$ cat src/rtl/mc_risk_pkg.sv
// Shared types and helpers for the Monte Carlo path engine.
// Helpers run at a fixed wide width so that any parameterisation can share them.
package mc_risk_pkg;

  typedef enum logic [1:0] {IDLE, STEP, ACCUM, DONE} state_t;

  localparam int DEF_W    = 18;
  localparam int DEF_FRAC = 12;
  // Working width of the helpers; must hold 3*W+2 bits of the step sum.
  localparam int FW       = 128;

  function automatic logic [FW-1:0] sat_add(input logic [FW-1:0] a,
                                            input logic [FW-1:0] b,
                                            input int            w);
    logic [FW-1:0] lim, sum;
    lim = (FW'(1) << w) - FW'(1);
    sum = a + b;
    return (sum > lim) ? lim : sum;
  endfunction

  function automatic logic [FW-1:0] clamp_s(input logic signed [FW-1:0] x,
                                            input int                   w);
    logic signed [FW-1:0] lim;
    lim = (FW'(1) << (w - 1)) - FW'(1);
    if (x[FW-1]) return '0;
    if (x > lim) return lim;
    return x;
  endfunction

endpackage

$ cat src/rtl/mc_path_accumulator_gbm_step.sv
// One GBM price step: S + (S*mu>>>F) + (((S*sigma>>>F)*eps)>>>F), clamped to [0, 2^(W-1)-1].
module gbm_step
  import mc_risk_pkg::*;
#(
  parameter int W    = DEF_W,
  parameter int FRAC = DEF_FRAC
) (
  input  logic signed [W-1:0] s,
  input  logic signed [W-1:0] mu,
  input  logic signed [W-1:0] sigma,
  input  logic signed [W-1:0] eps,
  output logic signed [W-1:0] s_next
);

  logic signed [2*W-1:0]   p_mu, p_sig, drift, vol;
  logic signed [3*W-1:0]   p_eps, diff;
  logic signed [3*W+1:0]   sum;
  logic signed [FW-1:0]    sum_w;
  logic        [FW-1:0]    clamped;

  assign p_mu  = (2*W)'(s) * (2*W)'(mu);
  assign p_sig = (2*W)'(s) * (2*W)'(sigma);
  assign drift = p_mu >>> FRAC;
  assign vol   = p_sig >>> FRAC;
  assign p_eps = (3*W)'(vol) * (3*W)'(eps);
  assign diff  = p_eps >>> FRAC;

  // Clamp once, on the fully widened sum, so no intermediate wraps.
  assign sum     = (3*W+2)'(drift) + (3*W+2)'(diff) + (3*W+2)'(s);
  assign sum_w   = FW'(sum);
  assign clamped = clamp_s(sum_w, W);
  assign s_next  = clamped[W-1:0];

  wire unused_hi = &{1'b0, clamped[FW-1:W]};

endmodule

$ cat src/rtl/mc_path_accumulator.sv
// Monte Carlo GBM path engine: runs NUM_PATHS paths of NUM_STEPS eps-driven steps and
// accumulates saturated sum and sum-of-squares of the terminal prices.
module mc_path_accumulator
  import mc_risk_pkg::*;
#(
  parameter int W         = DEF_W,
  parameter int FRAC      = DEF_FRAC,
  parameter int ACC_W     = 27,
  parameter int NUM_PATHS = 4,
  parameter int NUM_STEPS = 2
) (
  input  logic                CLK,
  input  logic                RST_N,
  input  logic                iStart,
  input  logic signed [W-1:0] iMu,
  input  logic signed [W-1:0] iSigma,
  input  logic signed [W-1:0] iS,
  input  logic signed [W-1:0] iEps,
  input  logic                iEpsValid,
  output logic                oEpsReady,
  output logic                oBusy,
  output logic                oDone,
  output logic [ACC_W-1:0]    oAcc1,
  output logic [ACC_W-1:0]    oAcc2
);

  localparam int SC_W = $clog2(NUM_STEPS + 1);
  localparam int PC_W = $clog2(NUM_PATHS + 1);

  state_t              state;
  logic signed [W-1:0] s, s_next, mu_r, sigma_r, s0_r;
  logic [SC_W-1:0]     step_cnt;
  logic [PC_W-1:0]     path_cnt;

  logic signed [2*W-1:0] sq;
  logic [FW-1:0]         acc1_sum, acc2_sum;
  logic                  hs;

  gbm_step #(.W(W), .FRAC(FRAC)) u_step (
    .s      (s),
    .mu     (mu_r),
    .sigma  (sigma_r),
    .eps    (iEps),
    .s_next (s_next)
  );

  // Price is never negative after a step, so the square and the adds stay unsigned.
  assign sq       = ((2*W)'(s) * (2*W)'(s)) >>> FRAC;
  assign acc1_sum = sat_add(FW'(oAcc1), FW'($unsigned(s)), ACC_W);
  assign acc2_sum = sat_add(FW'(oAcc2), FW'($unsigned(sq)), ACC_W);
  assign hs       = iEpsValid & oEpsReady;

  wire unused_hi = &{1'b0, acc1_sum[FW-1:ACC_W], acc2_sum[FW-1:ACC_W]};

  always_ff @(posedge CLK or negedge RST_N) begin
    if (!RST_N) begin
      state     <= IDLE;
      s         <= '0;
      mu_r      <= '0;
      sigma_r   <= '0;
      s0_r      <= '0;
      step_cnt  <= '0;
      path_cnt  <= '0;
      oEpsReady <= 1'b0;
      oBusy     <= 1'b0;
      oDone     <= 1'b0;
      oAcc1     <= '0;
      oAcc2     <= '0;
    end else begin
      oDone <= 1'b0;
      case (state)
        IDLE: if (iStart) begin
          mu_r      <= iMu;
          sigma_r   <= iSigma;
          s0_r      <= iS;
          s         <= iS;
          oAcc1     <= '0;
          oAcc2     <= '0;
          step_cnt  <= '0;
          path_cnt  <= '0;
          oEpsReady <= 1'b1;
          oBusy     <= 1'b1;
          state     <= STEP;
        end
        STEP: if (hs) begin
          s        <= s_next;
          step_cnt <= step_cnt + SC_W'(1);
          if (step_cnt == SC_W'(NUM_STEPS - 1)) begin
            oEpsReady <= 1'b0;
            state     <= ACCUM;
          end
        end
        ACCUM: begin
          oAcc1    <= acc1_sum[ACC_W-1:0];
          oAcc2    <= acc2_sum[ACC_W-1:0];
          path_cnt <= path_cnt + PC_W'(1);
          if (path_cnt == PC_W'(NUM_PATHS - 1)) begin
            oDone <= 1'b1;
            state <= DONE;
          end else begin
            s         <= s0_r;
            step_cnt  <= '0;
            oEpsReady <= 1'b1;
            state     <= STEP;
          end
        end
        DONE: begin
          oBusy <= 1'b0;
          state <= IDLE;
        end
        default: state <= IDLE;
      endcase
    end
  end

endmodule

$ cat config.mk
export PLATFORM = sky130hd
export DESIGN_NAME = mc_path_accumulator
export DESIGN_NICKNAME = d
export VERILOG_FILES = /design/src/rtl/mc_risk_pkg.sv /design/src/rtl/mc_path_accumulator_gbm_step.sv /design/src/rtl/mc_path_accumulator.sv
export SDC_FILE = /design/constraint.sdc
export NUM_CORES = 2
export LEC_CHECK = 0
export ABC_AREA = 1
export CAP_MARGIN = 20
export CORE_ASPECT_RATIO = 2
export CORE_MARGIN = 2
export CORE_UTILIZATION = 55
export DETAILED_ROUTE_END_ITERATION = 12
export PLACE_DENSITY = 0.75
export RECOVER_POWER = 50
export SLEW_MARGIN = 20
export SYNTH_ARGS = -nofsm -noshare
export SYNTH_HDL_FRONTEND = slang
export SYNTH_SLANG_ARGS = --single-unit
$ cat constraint.sdc
create_clock -name CLK -period 13.9 [get_ports CLK]
set_input_delay 2.78 -clock CLK [delete_from_list [all_inputs] [get_ports CLK]]
set_output_delay 2.78 -clock CLK [all_outputs]
set_load 0.1 [all_outputs]
==> summary by stage <==
Run status
The flow ran to the end, but the final reports show violations. The final reports fail on capacitance limit, slew limit.

Route
In this run, the number of DRC markers left after iteration 0 of detailed routing was between 3,000 and 4,000. For this block, the via count after detailed routing is about 54,000. The total iterations of the first detailed-routing run is 8. The number of nets with antenna violations after routing is 0. In the routed design, unresolved DRC markers number 0. The total wirelength of the detailed-routed design is about 210,000 µm. The average detailed-routed wire length per instance is 21.9 µm. Using the TritonRoute via totals, the vias-per-cell ratio works out to between 5 and 6.

Worst setup path
The critical path class is reg -> reg. The top fanout value on the critical path is 7. The slowest stage of the critical path belongs to the cell fa_1. For the worst setup path, the data required time is ~14 ns. The startpoint class of the critical path is a flip-flop.

The worst setup path is captured at a flip-flop. By instance count, the cell type seen most on the critical path is nand2_1. In this run the worst setup path begins at s[10]. The timing endpoint of the critical path is s[12].

The number of cells on the worst reg-to-reg path is 67. The delay of the slowest cell on the worst path is approximately 0.6 ns. The worst reg2reg path endpoint is s[12]. Setup slack on the worst reg-to-reg path comes out at about 0.19 ns. The critical register-to-register path startpoint is s[10]. The data arrival time of the critical path is 14.09 ns.

GRT
Entering global routing, the biggest net connects 87 pins. The first global-routing pass estimated approximately 320,000 µm of wire. The aggregate global routing overflow is 0. The number of antenna violations at the first check in global routing came to 3. The via count of the first global-routing pass is between 50,000 and 60,000. For this run, the total global-route usage over all layers was measured as 0.375.

Place
The count of input and output buffers is between 100 and 150. Routability-driven placement finished with a final weighted congestion of 1.11. The HPWL after detailed placement is 173,000 µm. OpenSTA, run right after detailed placement, puts the worst setup slack at -0.415 ns.

Yosys
Synthesis produced a netlist whose cell count is 7,806. The mapped netlist covers 61,800 µm². The number of flops mapped to enable cells by yosys is 0. The proportion of synthesized chip area in sequential cells is 0.0551. Counting every net in the synthesized netlist gives around 9,800.

The top flip-flop cell by instance count after synthesis is dfrtp_1. The total number of yosys warnings is 0. The post-synthesis cell type count is between 60 and 70. The async set-or-reset flop fraction in the synthesized netlist is 1.00. Averaged over all synthesized cells, the footprint is about 7.9 µm². Synthesis inferred 136 register bits.

CTS
The maximum count of clock buffers along a single path is 2. The worst-skew pair later-pin latency is 0.51 ns. The tree is rooted in a clkbuf_16. The clock sink total is ~140. The number of buffers inserted during clock tree synthesis is 17.

The clock input transition at the sequential cells of the worst setup and hold paths is around 0.07 ns. The H-tree depth is 4. The count of hold-fix buffers inserted at cts is 0.

TritonCTS built the clock tree.

Timing
Setup repair after global routing could not meet its margin everywhere. The maximum achievable frequency is 72.9 MHz. Headroom to the max-slew limit came out at -2.25. The final clock period utilization by the worst path is 0.986. The worst clock skew on the final layout is around 0.024 ns.

The final hold violation count came to 0. The final-report max-slew violation count is roughly 170. The smallest clock period supported by the final layout is computed as around 14 ns. The actual transition at the worst max-transition pin is ~4.9 ns.

The worst path meets setup with about 0.19 ns of slack. The final count of negative-setup-slack endpoints is 0.

Finish
The fraction of final layout cells sized beyond drive strength 1 is 0.127. Compared with the post-synthesis result, the final layout area differs by 15.4%. The final core utilization is 0.640.

The final net count is between 10,000 and 15,000.

Min path
The class of the most critical hold timing path is reg -> reg. The number of instances on the worst hold path is 1.

Floorplanning
The cell row count is 173. The starting utilization of the core area is 0.555. The width of the die is 241 µm. 133 I/O pins were placed. The die height is around 480 µm. In this run the standard cell core region covers between 100,000 and 150,000 µm². The die covers ~120,000 µm².

Run
The max-capacitance violation count is 3.
-- registers in the layout, summed over array words and instances (netlist names) --
register   count
oDone          1
path_cnt       3
step_cnt       2
oBusy          1
oAcc1         27
oEpsReady      1
mu_r          18
sigma_r       18
s             18
state          2
oAcc2         27
s0_r          18
-- repair_timing --
action | 4_1_cts | 5_1_grt
endpoints found under the setup margin | 17 | 17
gates cloned | 0 | 1
gates resized for setup | 37 | 456
pin swaps | 4 | 176
buffers inserted | 7 | 67
-- worst min path at each step --
stage | startpoint | to | slack (ns)
after floorplan | s0_r[17] | s0_r[17] | 0.45
after global placement | s0_r[17] | s0_r[17] | 0.47
after detailed placement | s0_r[17] | s0_r[17] | 0.48
after CTS | step_cnt[0] | step_cnt[0] | 0.49
after global routing | step_cnt[0] | step_cnt[0] | 0.50
final | step_cnt[0] | step_cnt[0] | 0.49
-- layout by cell type, fill, tap and decap left out, types with 16 or more instances in the layout --
| master | count |
|---|---|
| nand3_1 | 103 |
| fa_2 | 44 |
| a21oi_1 | 217 |
| inv_1 | 2207 |
| buf_6 | 32 |
| nand2_4 | 25 |
| o21ai_0 | 155 |
| a21o_1 | 20 |
| ha_1 | 402 |
| o21ai_1 | 16 |
| clkbuf_16 | 18 |
| buf_12 | 34 |
| a21oi_2 | 34 |
| nand2_1 | 1832 |
| nor2_2 | 25 |
| xnor2_1 | 84 |
| nand2_2 | 79 |
| nor2_4 | 22 |
| dfrtp_1 | 115 |
| fa_1 | 1367 |
| nand4_1 | 33 |
| inv_2 | 41 |
| buf_4 | 488 |
| nor2_1 | 321 |
| clkdlybuf4s50_1 | 130 |
| xor2_1 | 76 |
| a31oi_1 | 17 |
| ha_4 | 50 |
| nor3_1 | 22 |
-- cell families (layout without fill, tap and decap cells) --
family,after synthesis,in the layout,synth area share
compound gates,555,555,0.0504
xor+xnor,178,178,0.0254
fa+ha+maj,1870,1870,0.550
buf+inv,2530,2984,0.155
flops,136,136,0.0551
mux,1,1,0.000162
other cells,0,2,0
simple gates,2536,2537,0.164
-- metrics by stage --
| stage | instances | cell area, µm² | hold slack (ns) | setup TNS (ns) |
|---|---|---|---|---|
| 3_3_place_gp | 9641 | 67800 | 0.465 | -5.66 |
| 3_5_place_dp | 9641 | 67800 | 0.477 | -6.70 |
| 4_1_cts | 9680 | 68700 | 0.491 | 0 |
| 6_report | 9750 | 71300 | 0.488 | 0 |
| 5_1_grt | 9749 | 71300 | 0.496 | -3.91 |
| 2_1_floorplan | 7806 | 61800 | 0.449 | 0 |
-- Yosys cell counts, drive strengths merged (9+ instances only) --
| master | instances | area share |
|---|---|---|
| a21o | 20 | 0.0024 |
| a21oi | 259 | 0.021 |
| a31oi | 25 | 0.0026 |
| and2 | 9 | 0.00095 |
| buf | 68 | 0.0055 |
| clkbuf | 204 | 0.012 |
| dfrtp | 136 | 0.055 |
| fa | 1411 | 0.46 |
| ha | 459 | 0.093 |
| inv | 2255 | 0.14 |
| nand2 | 1935 | 0.12 |
| nand3 | 114 | 0.0096 |
| nand4 | 33 | 0.0033 |
| nor2 | 368 | 0.023 |
| nor3 | 34 | 0.0028 |
| nor4 | 18 | 0.0019 |
| o21a | 10 | 0.0012 |
| o21ai | 180 | 0.015 |
| o21bai | 15 | 0.0018 |
| or2 | 15 | 0.0015 |
| xnor2 | 91 | 0.013 |
| xor2 | 87 | 0.012 |
-- worst max-delay path: cells and delay by family, from the launching register on --
kind,cells,cell delay (ns)
buf+inv,15,1.52
flops,1,0.52
compound gates,4,0.74
simple gates,31,3.03
fa+ha+maj,16,7.57
xor+xnor,1,0.17
-- final cells by class --
type / instances / area [µm²]
multi-input cells: 5141 / 50700
inverters: 2258 / 8500
fillers: 9415 / 40000
diodes: 2 / 5.00
repair buffers: 694 / 6130
well taps: 1487 / 1860
flip-flops and latches: 136 / 3460
clock inverters: 14 / 184
clock buffers: 18 / 439
-- metal layers --
layer	part of all wire	wire, µm	track usage
met4	0.15	31500	0.409
met3	0.067	14200	0.0750
met2	0.51	109000	0.664
met5	0.00025	54	0.00303
met1	0.28	59000	0.331
Power is left out: the tool's default activity adds up to more than one toggle a clock period on the data nets, which glitch-free logic cannot reach.
==> variant: new RTL, same settings <==
Change the parameter `ACC_W` from 27 to 19.
--- a/src/rtl/mc_path_accumulator.sv
+++ b/src/rtl/mc_path_accumulator.sv
@@ -5,7 +5,7 @@
 #(
   parameter int W         = DEF_W,
   parameter int FRAC      = DEF_FRAC,
-  parameter int ACC_W     = 27,
+  parameter int ACC_W     = 19,
   parameter int NUM_PATHS = 4,
   parameter int NUM_STEPS = 2
 ) (
Ports: changed (resized oAcc1 and oAcc2); port bits go from 133 to 117. The function was not compared with the original's and may differ.
==> variant against the unedited design <==
The run still ends with max-capacitance violations, max-slew violations left. First-iteration DRC count down 1.1%. Synthesized area is 1.4% lower. Sequential cell count is 16 lower. Worst setup slack gained 0.025 ns. Final area shrank 0.77%. Utilization grew 0.37 points. Wire length is 2.0% lower. Die area decreased by 1.4%. Critical path type unchanged. Critical endpoint is now s[4]$_DFFE_PN0P_.
Power is not shown: default switching activity piles up to over one toggle a cycle in this logic, so the estimate is an artifact.
==> variant: results (changes against the unedited design) <==
Timing
  • Actual slew at the worst max-slew pin: 4.06 ns (-0.806 ns)
  • Clock skew: 0.0346 ns (+0.0104 ns)
  • Max-slew violation count: 195 (+12%)

Layout
  • Largest registers: oAcc1: 19 flops, oAcc2: 19 flops
  • Fin cells: 9608 (-1.5%)
  • Final #Nets: 10100 (-0.54%)
  • Share of layout cells above drive strength 1: 0.141 (+0.0141)

Synth
  • Synth warn: 0 (unchanged)
  • Mapped Nets: 9670 (-0.84%)
  • Commonest cells in the synthesized netlist: inv_1, nand2_1, fa_1, ha_1, nor2_1
  • Fraction of registers with async set/reset: 1.00 (unchanged)
  • Most common flop cell mapped by yosys: dfrtp_1
  • Largest cells by area after synthesis: fa_1, inv_1, nand2_1
  • Register area share after synthesis: 0.0493 (-0.00579)
  • Cells after Synth: 7732 (-0.95%)
  • Synth cell types: 54 (-14%)

Outcome
  • Failing checks: max-capacitance violations, max-slew violations
  • Status: finished with violations

Global route
  • GRT Total Usage: 0.373 (-0.00214)
  • Number of global-route vias before repair: 58200 (-2.0%)
  • Initial antenna violation count: 5 (+2)
  • Largest net degree at the start of global routing: 72 (-17%)
  • First-pass GRT wire length: 314000 um (-2.0%)

Place
  • Final Wtd Congestion: 1.03 (-7.1%)
  • DP HPWL: 171000 um (-1.4%)
  • Dpl cells: 9510 (-1.4%)
  • PortBufs: 116 (-12%)

Worst setup path
  • Max stage delay on crit path: 0.74 ns (+0.15 ns)
  • WP data arrival: 14.05 ns (-0.04 ns)
  • CP max-delay cell: fa_2
  • Critical Path Fanout Max: 13 (+6)

Run
  • Max_cap viols: 3 (unchanged)

Min path
  • Worst min path class: reg2reg

Route
  • Router iterations before antenna repair: 8 (unchanged)
  • Routed vias/inst: 5.49 (about the same)
  • Final WL: 209000 um (-2.0%)
  • Initial DRC Count: 3114 (-1.1%)

CTS
  • Clock Tree Buf Depth: 2 (unchanged)
  • Clock slew at reported path FFs: 0.06 ns
  • Root Buffer: clkbuf_16
  • CTS buffer count: 17 (unchanged)
  • Clock H-tree levels: 4 (unchanged)
  • Clock sink count: 120 (-12%)
  • Worst skew pair latency: 0.51 ns (about the same)

Floorplan
  • Chip width: 239 um (-0.69%)
-- variant: area by class of cell --
cell class | count | area, um^2
multi-input cells | 5112 | 50700
fillers | 9149 | 39000
inverters | 2233 | 8400
repair buffers | 717 | 6200
flip-flops and latches | 120 | 3070
well taps | 1392 | 1740
clock buffers | 19 | 443
clock inverters | 13 | 171
diodes | 2 | 5.00
-- variant: critical path, delay by kind of cell (launching register included) --
family,cells,cell delay [ns]
buffers and inverters,17,1.73
AND/OR/NAND/NOR,25,2.22
flip-flops,1,0.63
adder cells (fa/ha/maj),16,7.77
XOR/XNOR,2,0.34
AO/OA/AOI/OAI,6,0.88
-- variant: worst paths after layout --
path                            cells after the start                     to            startpoint  slack (ns)
worst max register to register                     66       s[4]$_DFFE_PN0P_     s[11]$_DFFE_PN0P_        0.22
worst min register to register                      2   s0_r[16]$_DFFE_PN0P_  s0_r[16]$_DFFE_PN0P_        0.49
worst max-delay path                               66       s[4]$_DFFE_PN0P_     s[11]$_DFFE_PN0P_        0.22
max in group asynchronous                           2      s[17]$_DFFE_PN0P_                 RST_N        4.38
min in group asynchronous                           1  oAcc1[17]$_DFFE_PN0P_                 RST_N        3.63
worst min-delay path                                2   s0_r[16]$_DFFE_PN0P_  s0_r[16]$_DFFE_PN0P_        0.49
-- variant: metal layers --
metal  GRT usage  routed length, um
met5           0                 25
met4       0.411              30300
met3      0.0556              12700
met2       0.675             108000
met1       0.332              58100
-- variant: repair_timing --
item                                   in CTS  in global routing
pin swaps                                   1                205
resized for setup                          33                550
setup endpoints to repair                  17                 17
cloned                                      0                  2
hold buffers                                0                  0
setup buffers                               5                 58
endpoints found under the hold margin       0                  0
-- variant: cells by family after synthesis --
kind of cell               after synthesis  share of synthesized area
DFF                                    120                     0.0493
AOI/OAI and AO/OA                      511                     0.0471
muxes                                    1                   0.000164
and+or+nand+nor                       2572                      0.168
xor gates and xnor gates               166                     0.0239
buffers and inverters                 2500                      0.155
adders and majority gates             1862                      0.556
-- variant: per-stage QoR --
step	instance area, um^2	TNS (ns)	worst slack, ns	hold slack [ns]
detailed placement	67100	-3.58	-0.233	0.481
CTS	67900	0	0.0166	0.495
global placement	67100	-1.90	-0.154	0.464
floorplan	60900	0	0.107	0.449
finish	70700	0	0.217	0.490
global route	70700	-3.23	-0.244	0.513
